--- src/rtl/ttc_trig_pkg.sv ---
// Shared definitions for the TTC trigger dispatcher: FSM encoding, async trigger type and
// the bit layout of the 128-bit trigger record.
package ttc_trig_pkg;

  localparam int unsigned IDLE  = 0;
  localparam int unsigned SEND  = 1;
  localparam int unsigned STORE = 2;
  localparam int unsigned ERROR = 3;

  typedef enum logic [3:0] {
    StIdle  = 4'(1 << IDLE),
    StSend  = 4'(1 << SEND),
    StStore = 4'(1 << STORE),
    StError = 4'(1 << ERROR)
  } state_e;

  localparam logic [4:0] ASYNC_TYPE = 5'b00111;

  localparam int unsigned REC_W      = 128;
  localparam int unsigned REC_TS_LSB = 0;

  // Record, LSB first: timestamp, trigger number, event count, type, empty flag, alarms.
  function automatic int unsigned rec_num_lsb(int unsigned ts_w);
    return ts_w;
  endfunction

  function automatic int unsigned rec_evt_lsb(int unsigned ts_w, int unsigned tnum_w);
    return ts_w + tnum_w;
  endfunction

  function automatic int unsigned rec_type_lsb(int unsigned ts_w, int unsigned tnum_w);
    return ts_w + 2 * tnum_w;
  endfunction

  function automatic int unsigned rec_empty_lsb(int unsigned ts_w, int unsigned tnum_w,
                                                int unsigned type_w);
    return ts_w + 2 * tnum_w + type_w;
  endfunction

  function automatic int unsigned rec_alarm_lsb(int unsigned ts_w, int unsigned tnum_w,
                                                int unsigned type_w);
    return ts_w + 2 * tnum_w + type_w + 1;
  endfunction

endpackage

--- src/rtl/ttc_occupancy_tracker.sv ---
// One channel's DDR3 occupancy: saturating add/subtract register plus full and almost-full
// flags.
module ttc_occupancy_tracker #(
  parameter int unsigned OCC_W = 23
) (
  input  logic             i_clk,
  input  logic             i_reset,
  input  logic             i_en,
  input  logic             i_hold_zero,
  input  logic             i_add,
  input  logic             i_sub,
  input  logic [OCC_W-1:0] i_acq_size,
  input  logic [OCC_W-1:0] i_readout_size,
  input  logic [OCC_W-1:0] i_thres,
  output logic [OCC_W-1:0] o_occ,
  output logic             o_full,
  output logic             o_almost_full
);

  logic [OCC_W-1:0]        r_occ;
  logic signed [OCC_W+1:0] w_sum;
  logic [OCC_W-1:0]        w_next;
  logic [OCC_W:0]          w_free;

  always_comb begin
    w_sum = signed'({2'b00, r_occ});
    if (i_add) w_sum = w_sum + signed'({2'b00, i_acq_size});
    if (i_sub) w_sum = w_sum - signed'({2'b00, i_readout_size});
    // Sign bit means underflow; bit OCC_W on a non-negative sum means above capacity.
    if (w_sum[OCC_W+1])    w_next = '0;
    else if (w_sum[OCC_W]) w_next = '1;
    else                   w_next = w_sum[OCC_W-1:0];
  end

  assign w_free        = {1'b1, {OCC_W{1'b0}}} - {1'b0, r_occ};
  assign o_full        = i_en & (w_free < {1'b0, i_acq_size});
  assign o_almost_full = r_occ > i_thres;
  assign o_occ         = r_occ;

  always_ff @(posedge i_clk or posedge i_reset) begin
    if (i_reset)          r_occ <= '0;
    else if (i_hold_zero) r_occ <= '0;
    else if (i_en)        r_occ <= w_next;
  end

endmodule

--- src/rtl/ttc_trigger_dispatcher.sv ---
// TTC trigger dispatcher: numbers and timestamps triggers, gates them on type enables and
// DDR3 occupancy, forwards passed ones and emits one 128-bit record per accepted trigger.
module ttc_trigger_dispatcher
  import ttc_trig_pkg::*;
#(
  parameter int unsigned NCHAN  = 5,
  parameter int unsigned OCC_W  = 23,
  parameter int unsigned TNUM_W = 24,
  parameter int unsigned TS_W   = 44,
  parameter int unsigned TYPE_W = 5
) (
  input  logic                   i_clk,
  input  logic                   i_reset,
  input  logic                   i_reset_trig_num,
  input  logic                   i_reset_trig_timestamp,
  input  logic                   i_clear_error,
  input  logic                   i_trigger,
  input  logic [TYPE_W-1:0]      i_trig_type,
  input  logic [2**TYPE_W-1:0]   i_trig_settings,
  input  logic                   i_async_mode,
  input  logic [3:0]             i_xadc_alarms,
  input  logic [NCHAN-1:0]       i_chan_en,
  input  logic [NCHAN*OCC_W-1:0] i_acq_size,
  input  logic                   i_readout_done,
  input  logic [NCHAN*OCC_W-1:0] i_readout_size,
  input  logic [OCC_W-1:0]       i_thres_overflow,
  input  logic                   i_acq_ready,
  output logic                   o_acq_trigger,
  output logic [TYPE_W-1:0]      o_acq_trig_type,
  output logic [TNUM_W-1:0]      o_acq_trig_num,
  input  logic                   i_fifo_ready,
  output logic                   o_fifo_valid,
  output logic [REC_W-1:0]       o_fifo_data,
  output logic [3:0]             o_state,
  output logic [TNUM_W-1:0]      o_trig_num,
  output logic [TS_W-1:0]        o_trig_timestamp,
  output logic [NCHAN*OCC_W-1:0] o_occupancy,
  output logic [31:0]            o_overflow_count,
  output logic [15:0]            o_busy_trig_count,
  output logic                   o_almost_full,
  output logic                   o_error_trig_rate
);

  localparam int unsigned NumLsb   = rec_num_lsb(TS_W);
  localparam int unsigned EvtLsb   = rec_evt_lsb(TS_W, TNUM_W);
  localparam int unsigned TypeLsb  = rec_type_lsb(TS_W, TNUM_W);
  localparam int unsigned EmptyLsb = rec_empty_lsb(TS_W, TNUM_W, TYPE_W);
  localparam int unsigned AlarmLsb = rec_alarm_lsb(TS_W, TNUM_W, TYPE_W);

  if (5 + TYPE_W + 2 * TNUM_W + TS_W > REC_W) begin : g_bad_widths
    $error("ttc_trigger_dispatcher: trigger record exceeds 128 bits");
  end

  state_e              r_state;
  logic [TS_W-1:0]     r_ts_cnt;
  logic [TS_W-1:0]     r_trig_timestamp;
  logic [TNUM_W-1:0]   r_trig_num;
  logic [TNUM_W-1:0]   r_acq_trig_num;
  logic [TNUM_W-1:0]   r_event_cnt;
  logic [TYPE_W-1:0]   r_acq_trig_type;
  logic [3:0]          r_alarms;
  logic                r_empty;
  logic                r_full_block;
  logic                r_acq_trigger;
  logic                r_fifo_valid;
  logic [REC_W-1:0]    r_fifo_data;
  logic [31:0]         r_overflow_count;
  logic [15:0]         r_busy_trig_count;
  logic [NCHAN-1:0]    w_full;
  logic [NCHAN-1:0]    w_almost_full;
  logic                w_ddr3_full;
  logic                w_empty_in;
  logic [REC_W-1:0]    w_record;

  for (genvar i = 0; i < NCHAN; i++) begin : g_chan
    ttc_occupancy_tracker #(
      .OCC_W(OCC_W)
    ) u_occ (
      .i_clk          (i_clk),
      .i_reset        (i_reset),
      .i_en           (i_chan_en[i]),
      .i_hold_zero    (i_async_mode),
      .i_add          (r_acq_trigger & ~r_empty),
      .i_sub          (i_readout_done),
      .i_acq_size     (i_acq_size[i*OCC_W +: OCC_W]),
      .i_readout_size (i_readout_size[i*OCC_W +: OCC_W]),
      .i_thres        (i_thres_overflow),
      .o_occ          (o_occupancy[i*OCC_W +: OCC_W]),
      .o_full         (w_full[i]),
      .o_almost_full  (w_almost_full[i])
    );
  end

  assign w_ddr3_full = |w_full;
  assign w_empty_in  = i_async_mode ? (i_trig_type != TYPE_W'(ASYNC_TYPE))
                                    : (~i_trig_settings[i_trig_type] | w_ddr3_full);

  always_comb begin
    w_record                           = '0;
    w_record[REC_TS_LSB +: TS_W]       = r_trig_timestamp;
    w_record[NumLsb +: TNUM_W]         = r_acq_trig_num;
    w_record[EvtLsb +: TNUM_W]         = r_event_cnt;
    w_record[TypeLsb +: TYPE_W]        = r_acq_trig_type;
    w_record[EmptyLsb]                 = r_empty;
    w_record[AlarmLsb +: 4]            = r_alarms;
  end

  always_ff @(posedge i_clk or posedge i_reset) begin
    if (i_reset)                     r_ts_cnt <= '0;
    else if (i_reset_trig_timestamp) r_ts_cnt <= '0;
    else                             r_ts_cnt <= r_ts_cnt + TS_W'(1);
  end

  always_ff @(posedge i_clk or posedge i_reset) begin
    if (i_reset) begin
      r_state           <= StIdle;
      r_trig_timestamp  <= '0;
      r_trig_num        <= TNUM_W'(1);
      r_acq_trig_num    <= TNUM_W'(1);
      r_event_cnt       <= TNUM_W'(1);
      r_acq_trig_type   <= '0;
      r_alarms          <= '0;
      r_empty           <= 1'b0;
      r_full_block      <= 1'b0;
      r_acq_trigger     <= 1'b0;
      r_fifo_valid      <= 1'b0;
      r_fifo_data       <= '0;
      r_overflow_count  <= '0;
      r_busy_trig_count <= '0;
    end else begin
      r_acq_trigger <= 1'b0;
      if (i_trigger && r_state != StIdle && r_busy_trig_count != 16'hFFFF) begin
        r_busy_trig_count <= r_busy_trig_count + 16'd1;
      end
      unique case (r_state)
        StIdle: begin
          if (i_trigger) begin
            r_acq_trig_num   <= r_trig_num;
            r_trig_num       <= r_trig_num + TNUM_W'(1);
            r_acq_trig_type  <= i_trig_type;
            r_trig_timestamp <= r_ts_cnt;
            r_alarms         <= i_xadc_alarms;
            r_empty          <= w_empty_in;
            r_full_block     <= ~i_async_mode & i_trig_settings[i_trig_type] & w_ddr3_full;
            r_state          <= StSend;
          end
        end
        StSend: begin
          if (!i_acq_ready) begin
            r_state <= StError;
          end else begin
            if (!r_empty) begin
              r_acq_trigger <= 1'b1;
              r_event_cnt   <= r_event_cnt + TNUM_W'(1);
            end else if (r_full_block) begin
              r_overflow_count <= r_overflow_count + 32'd1;
            end
            // Record carries the event number assigned to this trigger, before the increment.
            r_fifo_data  <= w_record;
            r_fifo_valid <= 1'b1;
            r_state      <= StStore;
          end
        end
        StStore: begin
          if (r_fifo_valid && i_fifo_ready) begin
            r_fifo_valid <= 1'b0;
            r_empty      <= 1'b0;
            r_state      <= StIdle;
          end
        end
        StError: begin
          if (i_clear_error) begin
            r_busy_trig_count <= '0;
            r_empty           <= 1'b0;
            r_state           <= StIdle;
          end
        end
        default: r_state <= StIdle;
      endcase
      if (i_reset_trig_num) begin
        r_trig_num     <= TNUM_W'(1);
        r_acq_trig_num <= TNUM_W'(1);
        r_event_cnt    <= TNUM_W'(1);
      end
      if (i_reset_trig_timestamp) r_trig_timestamp <= '0;
    end
  end

  assign o_state           = r_state;
  assign o_acq_trigger     = r_acq_trigger;
  assign o_acq_trig_type   = r_acq_trig_type;
  assign o_acq_trig_num    = r_acq_trig_num;
  assign o_fifo_valid      = r_fifo_valid;
  assign o_fifo_data       = r_fifo_data;
  assign o_trig_num        = r_trig_num;
  assign o_trig_timestamp  = r_trig_timestamp;
  assign o_overflow_count  = r_overflow_count;
  assign o_busy_trig_count = r_busy_trig_count;
  assign o_almost_full     = |w_almost_full;
  assign o_error_trig_rate = (r_state == StError);

endmodule

--- config.mk ---
export PLATFORM = sky130hd
export DESIGN_NAME = ttc_trigger_dispatcher
export DESIGN_NICKNAME = d
export VERILOG_FILES = /design/src/rtl/ttc_trig_pkg.sv /design/src/rtl/ttc_occupancy_tracker.sv /design/src/rtl/ttc_trigger_dispatcher.sv
export SDC_FILE = /design/constraint.sdc
export NUM_CORES = 2
export LEC_CHECK = 0
export CORE_MARGIN = 2
export CORE_UTILIZATION = 45
export DETAILED_ROUTE_END_ITERATION = 8
export PLACE_DENSITY = 0.75
export RECOVER_POWER = 100
export SLEW_MARGIN = 20
export SYNTH_ARGS = -nofsm -noshare
export SYNTH_HDL_FRONTEND = slang
export SYNTH_SLANG_ARGS = --single-unit
--- constraint.sdc ---
create_clock -name i_clk -period 19 [get_ports i_clk]
set_input_delay 1.9 -clock i_clk [delete_from_list [all_inputs] [get_ports i_clk]]
set_output_delay 1.9 -clock i_clk [all_outputs]
set_load 0.1 [all_outputs]
==> results.json <==
{
  "status": "complete, but fails checks",
  "violations": "capacitance limit, slew limit",
  "synthAdderAreaFrac_pct": 15.4,
  "reg2reg_from": "r_empty",
  "grt_pass1_vias": 36200,
  "row_count": 108,
  "crit_path_start": "i_acq_size[32]",
  "synth_top_area_cell": "dfrtp_1",
  "die_area_um2": 90100,
  "port-buffer-count": 678,
  "final-setup-viol-count": 0,
  "synth_compound_area_share_pct": 20.4,
  "synth.most_common_cell": "nand2_1",
  "netlist_top_cells_area": "dfrtp_1, ha_1, nand2_1",
  "power_mw": 3.80,
  "drt_first_pass_iters": 6,
  "multiInputGateArea_um2": 26300,
  "gr-usage-met1_pct": 40.1,
  "synth_top_area_share_pct": 27.8,
  "ir_drop_mv": 0.0767,
  "synth-simple-area-share_pct": 18.2,
  "finalWirelength_um": 138000,
  "cp_slowest_cell": "o311ai_0",
  "post_cts_buffers": 0,
  "power_density_nw_per_um2": 77.6,
  "fmax_mhz": 106,
  "clock-sinks": 442,
  "sequentialPowerShare_pct": 29.6,
  "die_h_um": 300,
  "period_share_pct": 49.7,
  "max_cap_violations": 9,
  "nFillCells": 7822,
  "crit_fanout": 23,
  "p_sw_share_pct": 42.9,
  "start_kind": "input pin",
  "drc": 0,
  "place_congestion": 0.968,
  "rsz0062_at_grt": "false",
  "postSynth.asyncResetShare_pct": 100,
  "synthDistinctLibCells": 97,
  "seq_area_um2": 11100,
  "clk_path_buf_depth": 3,
  "antenna_found_initial": 16,
  "synth-seq-cells": 442,
  "tritoncts": "yes",
  "path_common_cell": "o21ai_0",
  "synth_mux_area_share_pct": 4.19,
  "final_cells": 6592,
  "grt_pass1_wl_um": 210000,
  "dpl_cell_area_um2": 47200,
  "maxSlewViolCount": 601,
  "cp_num_buf_inv": 1,
  "fin_util_pct": 56.3,
  "htreeDepth": 2,
  "ys.flop_type": "dfrtp_1",
  "hold_start": "o_overflow_count[31]",
  "end_kind": "flip-flop",
  "grt_max_degree": 181,
  "r2r_setup_slack_ns": 10.50,
  "yosysSeqAreaShare_pct": 28.0,
  "syn_area_um2": 39500,
  "path_cells": "dlygate4sd3_1, ha_1, and3_1, or3_1, a21oi_1, o21ai_0, xor2_1, mux2_1, ha_1, a2111oi_0, o21ai_0, a221oi_1, nor3_1, a211oi_1, nor2b_1, o311ai_0, o21ai_0",
  "ctsHoldBuffers": 0,
  "vias": 37800,
  "combPwrFrac_pct": 42.4,
  "nets": 6181,
  "switchingPower_mw": 1.63,
  "critPathTopFamily": "compound AO/OA/AOI/OAI gates",
  "ioPinCount": 705,
  "synth_xor_area_share_pct": 8.36,
  "cts_resized": 0,
  "slew_headroom_pct": -275,
  "dpl.hpwl_um": 109000,
  "rr_endpoint": "g_chan[1].u_occ.o_occ[19]",
  "clkPwrFrac_pct": 28.0,
  "hold_path_class": "reg -> reg",
  "worst_pin_slew_ns": 5.60,
  "slowest_delay_ns": 2.88,
  "synth_cells": 4789,
  "core-area_um2": 86900,
  "drt_iter0_drc": 2973,
  "clock_tree.root_cell": "clkbuf_16",
  "met3_usage_pct": 5.07,
  "antenna_left": 0,
  "die_w_um": 300,
  "grt.busiest_layer": "met2",
  "final_cell_area_um2": 48900,
  "cts_made_buffers": 51,
  "drive_above_1_share_pct": 5.17,
  "detail_route.wl_per_cell_um": 21.0,
  "worstPathArrival_ns": 9.78,
  "synth_common_cells": "nand2_1, ha_1, dfrtp_1",
  "avgViaCountPerCell": 5.73,
  "clock_latency_ns": 0.63,
  "clk_pin_slew_ns": 0.06,
  "synth_edf_count": 0,
  "fin_tns_setup_ns": 0,
  "ys_warn_count": 0,
  "dpl.cell_count": 6494,
  "min_period_ns": 9.45,
  "hold_viol_final": 0,
  "crit_type": "in -> reg",
  "p_int_mw": 2.17,
  "p_leak_nw": 24.0,
  "cp.depth": 17,
  "synth.avg_cell_area_um2": 8.24,
  "grtUsageMet2_pct": 47.7,
  "reg2reg_depth": 14,
  "cp_data_required_time_ns": 19.33,
  "grt_use_total_pct": 29.8,
  "start_util_pct": 45.4,
  "crit_end": "g_chan[1].u_occ.o_occ[19]",
  "fin_skew_ns": 0.0473,
  "gr-total-overflow": 0,
  "areaGrowthSynthToFinish_pct": 24.0,
  "synth_top_family_by_area": "compound AO/OA/AOI/OAI gates"
}
-- routing by layer --
metal,wire [um],vias to the layer above
met5,80,-
met3,10300,282
met2,62000,1285
met4,6130,14
li1,-,18200
met1,59900,18000
-- cells by family (layout without fill, tap and decap cells) --
kind of cell / after synthesis / count (layout)
AOI/OAI and AO/OA: 1274 / 1274
xor gates and xnor gates: 376 / 376
adders and majority gates: 480 / 480
buffers and inverters: 532 / 1150
DFF: 442 / 442
muxes: 139 / 139
other: 1 / 31
and+or+nand+nor: 1545 / 1545
-- through the flow --
stage | hold slack, ns | worst slack, ns
after floorplan | 0.440 | 4.79
after global placement | 0.453 | 11.35
after detailed placement | 0.463 | 11.34
after CTS | 0.477 | 11.35
after global routing | 0.491 | 8.23
final | 0.471 | 9.55
-- final cells by class --
cell class | count | share of cell area [%]
tap | 1155 | 2.95
sequential | 442 | 22.6
antenna | 5 | 0.0256
multi-input combinational | 3840 | 53.8
timing repair buffer | 706 | 14.2
clock inverter | 24 | 0.759
inverter | 351 | 2.70
clock buffer | 69 | 2.97
-- worst min path at each step --
stage | endpoint | slack [ns] | depth (start not counted)
final | o_overflow_count[31] | 0.47 | 1
after global routing | o_overflow_count[31] | 0.49 | 1
after global placement | r_alarms[3] | 0.45 | 2
after floorplan | r_alarms[0] | 0.44 | 2
after detailed placement | o_overflow_count[31] | 0.46 | 1
after CTS | o_overflow_count[31] | 0.48 | 1
-- power by group through the flow --
stage	clock network [mW]	logic (mW)	registers (mW)
after floorplan	0	0.839	1.47
after global placement	0	1.59	1.14
after detailed placement	0	1.62	1.14
after CTS	1.08	1.62	1.12
after global routing	1.12	1.75	1.13
final	1.06	1.61	1.12
-- state kept, by name, summed over array words and instances, names as in the netlist --
signal and flops:
r_empty 1, g_chan.u_occ.o_occ 115, r_full_block 1, r_event_cnt 24
o_overflow_count 32, o_fifo_data 102, o_fifo_valid 1, r_alarms 4
o_acq_trig_type 5, o_acq_trig_num 24, o_busy_trig_count 16, o_acq_trigger 1
o_trig_num 24, r_ts_cnt 44, o_trig_timestamp 44, o_state 4
-- worst register-to-register path: cells and delay by family, from the launching register on --
kind | cells | cell delay, ns
compound gates | 8 | 5.31
simple gates | 4 | 1.14
buf+inv | 1 | 0.77
flops | 1 | 0.59
fa+ha+maj | 1 | 0.45
-- cells in the final DEF, fill, tap and decap left out, types with 15 or more instances in the layout --
master	Yosys	layout
a2111oi_0	15	15
a211oi_1	71	73
a21o_1	161	161
a21oi_1	363	364
a31oi_1	24	24
and2_1	24	21
and3_1	43	43
buf_4	30	21
clkbuf_1	129	17
clkbuf_16	0	51
clkdlybuf4s50_1	0	296
conb_1	1	26
dfrtp_1	438	438
dlygate4sd3_1	0	376
ha_1	470	470
inv_1	350	348
mux2_2	111	109
mux2i_1	18	18
nand2_1	588	588
nand2b_1	51	50
nand3_1	96	97
nand4_1	77	77
nor2_1	340	340
nor2b_1	50	49
nor3_1	112	113
nor4_1	30	30
o211ai_1	21	22
o21a_1	60	60
o21ai_0	327	347
o21bai_1	28	28
o31ai_1	26	26
or3_1	70	70
xnor2_1	213	212
xor2_1	162	161
Power figures use the tool's default switching activity.
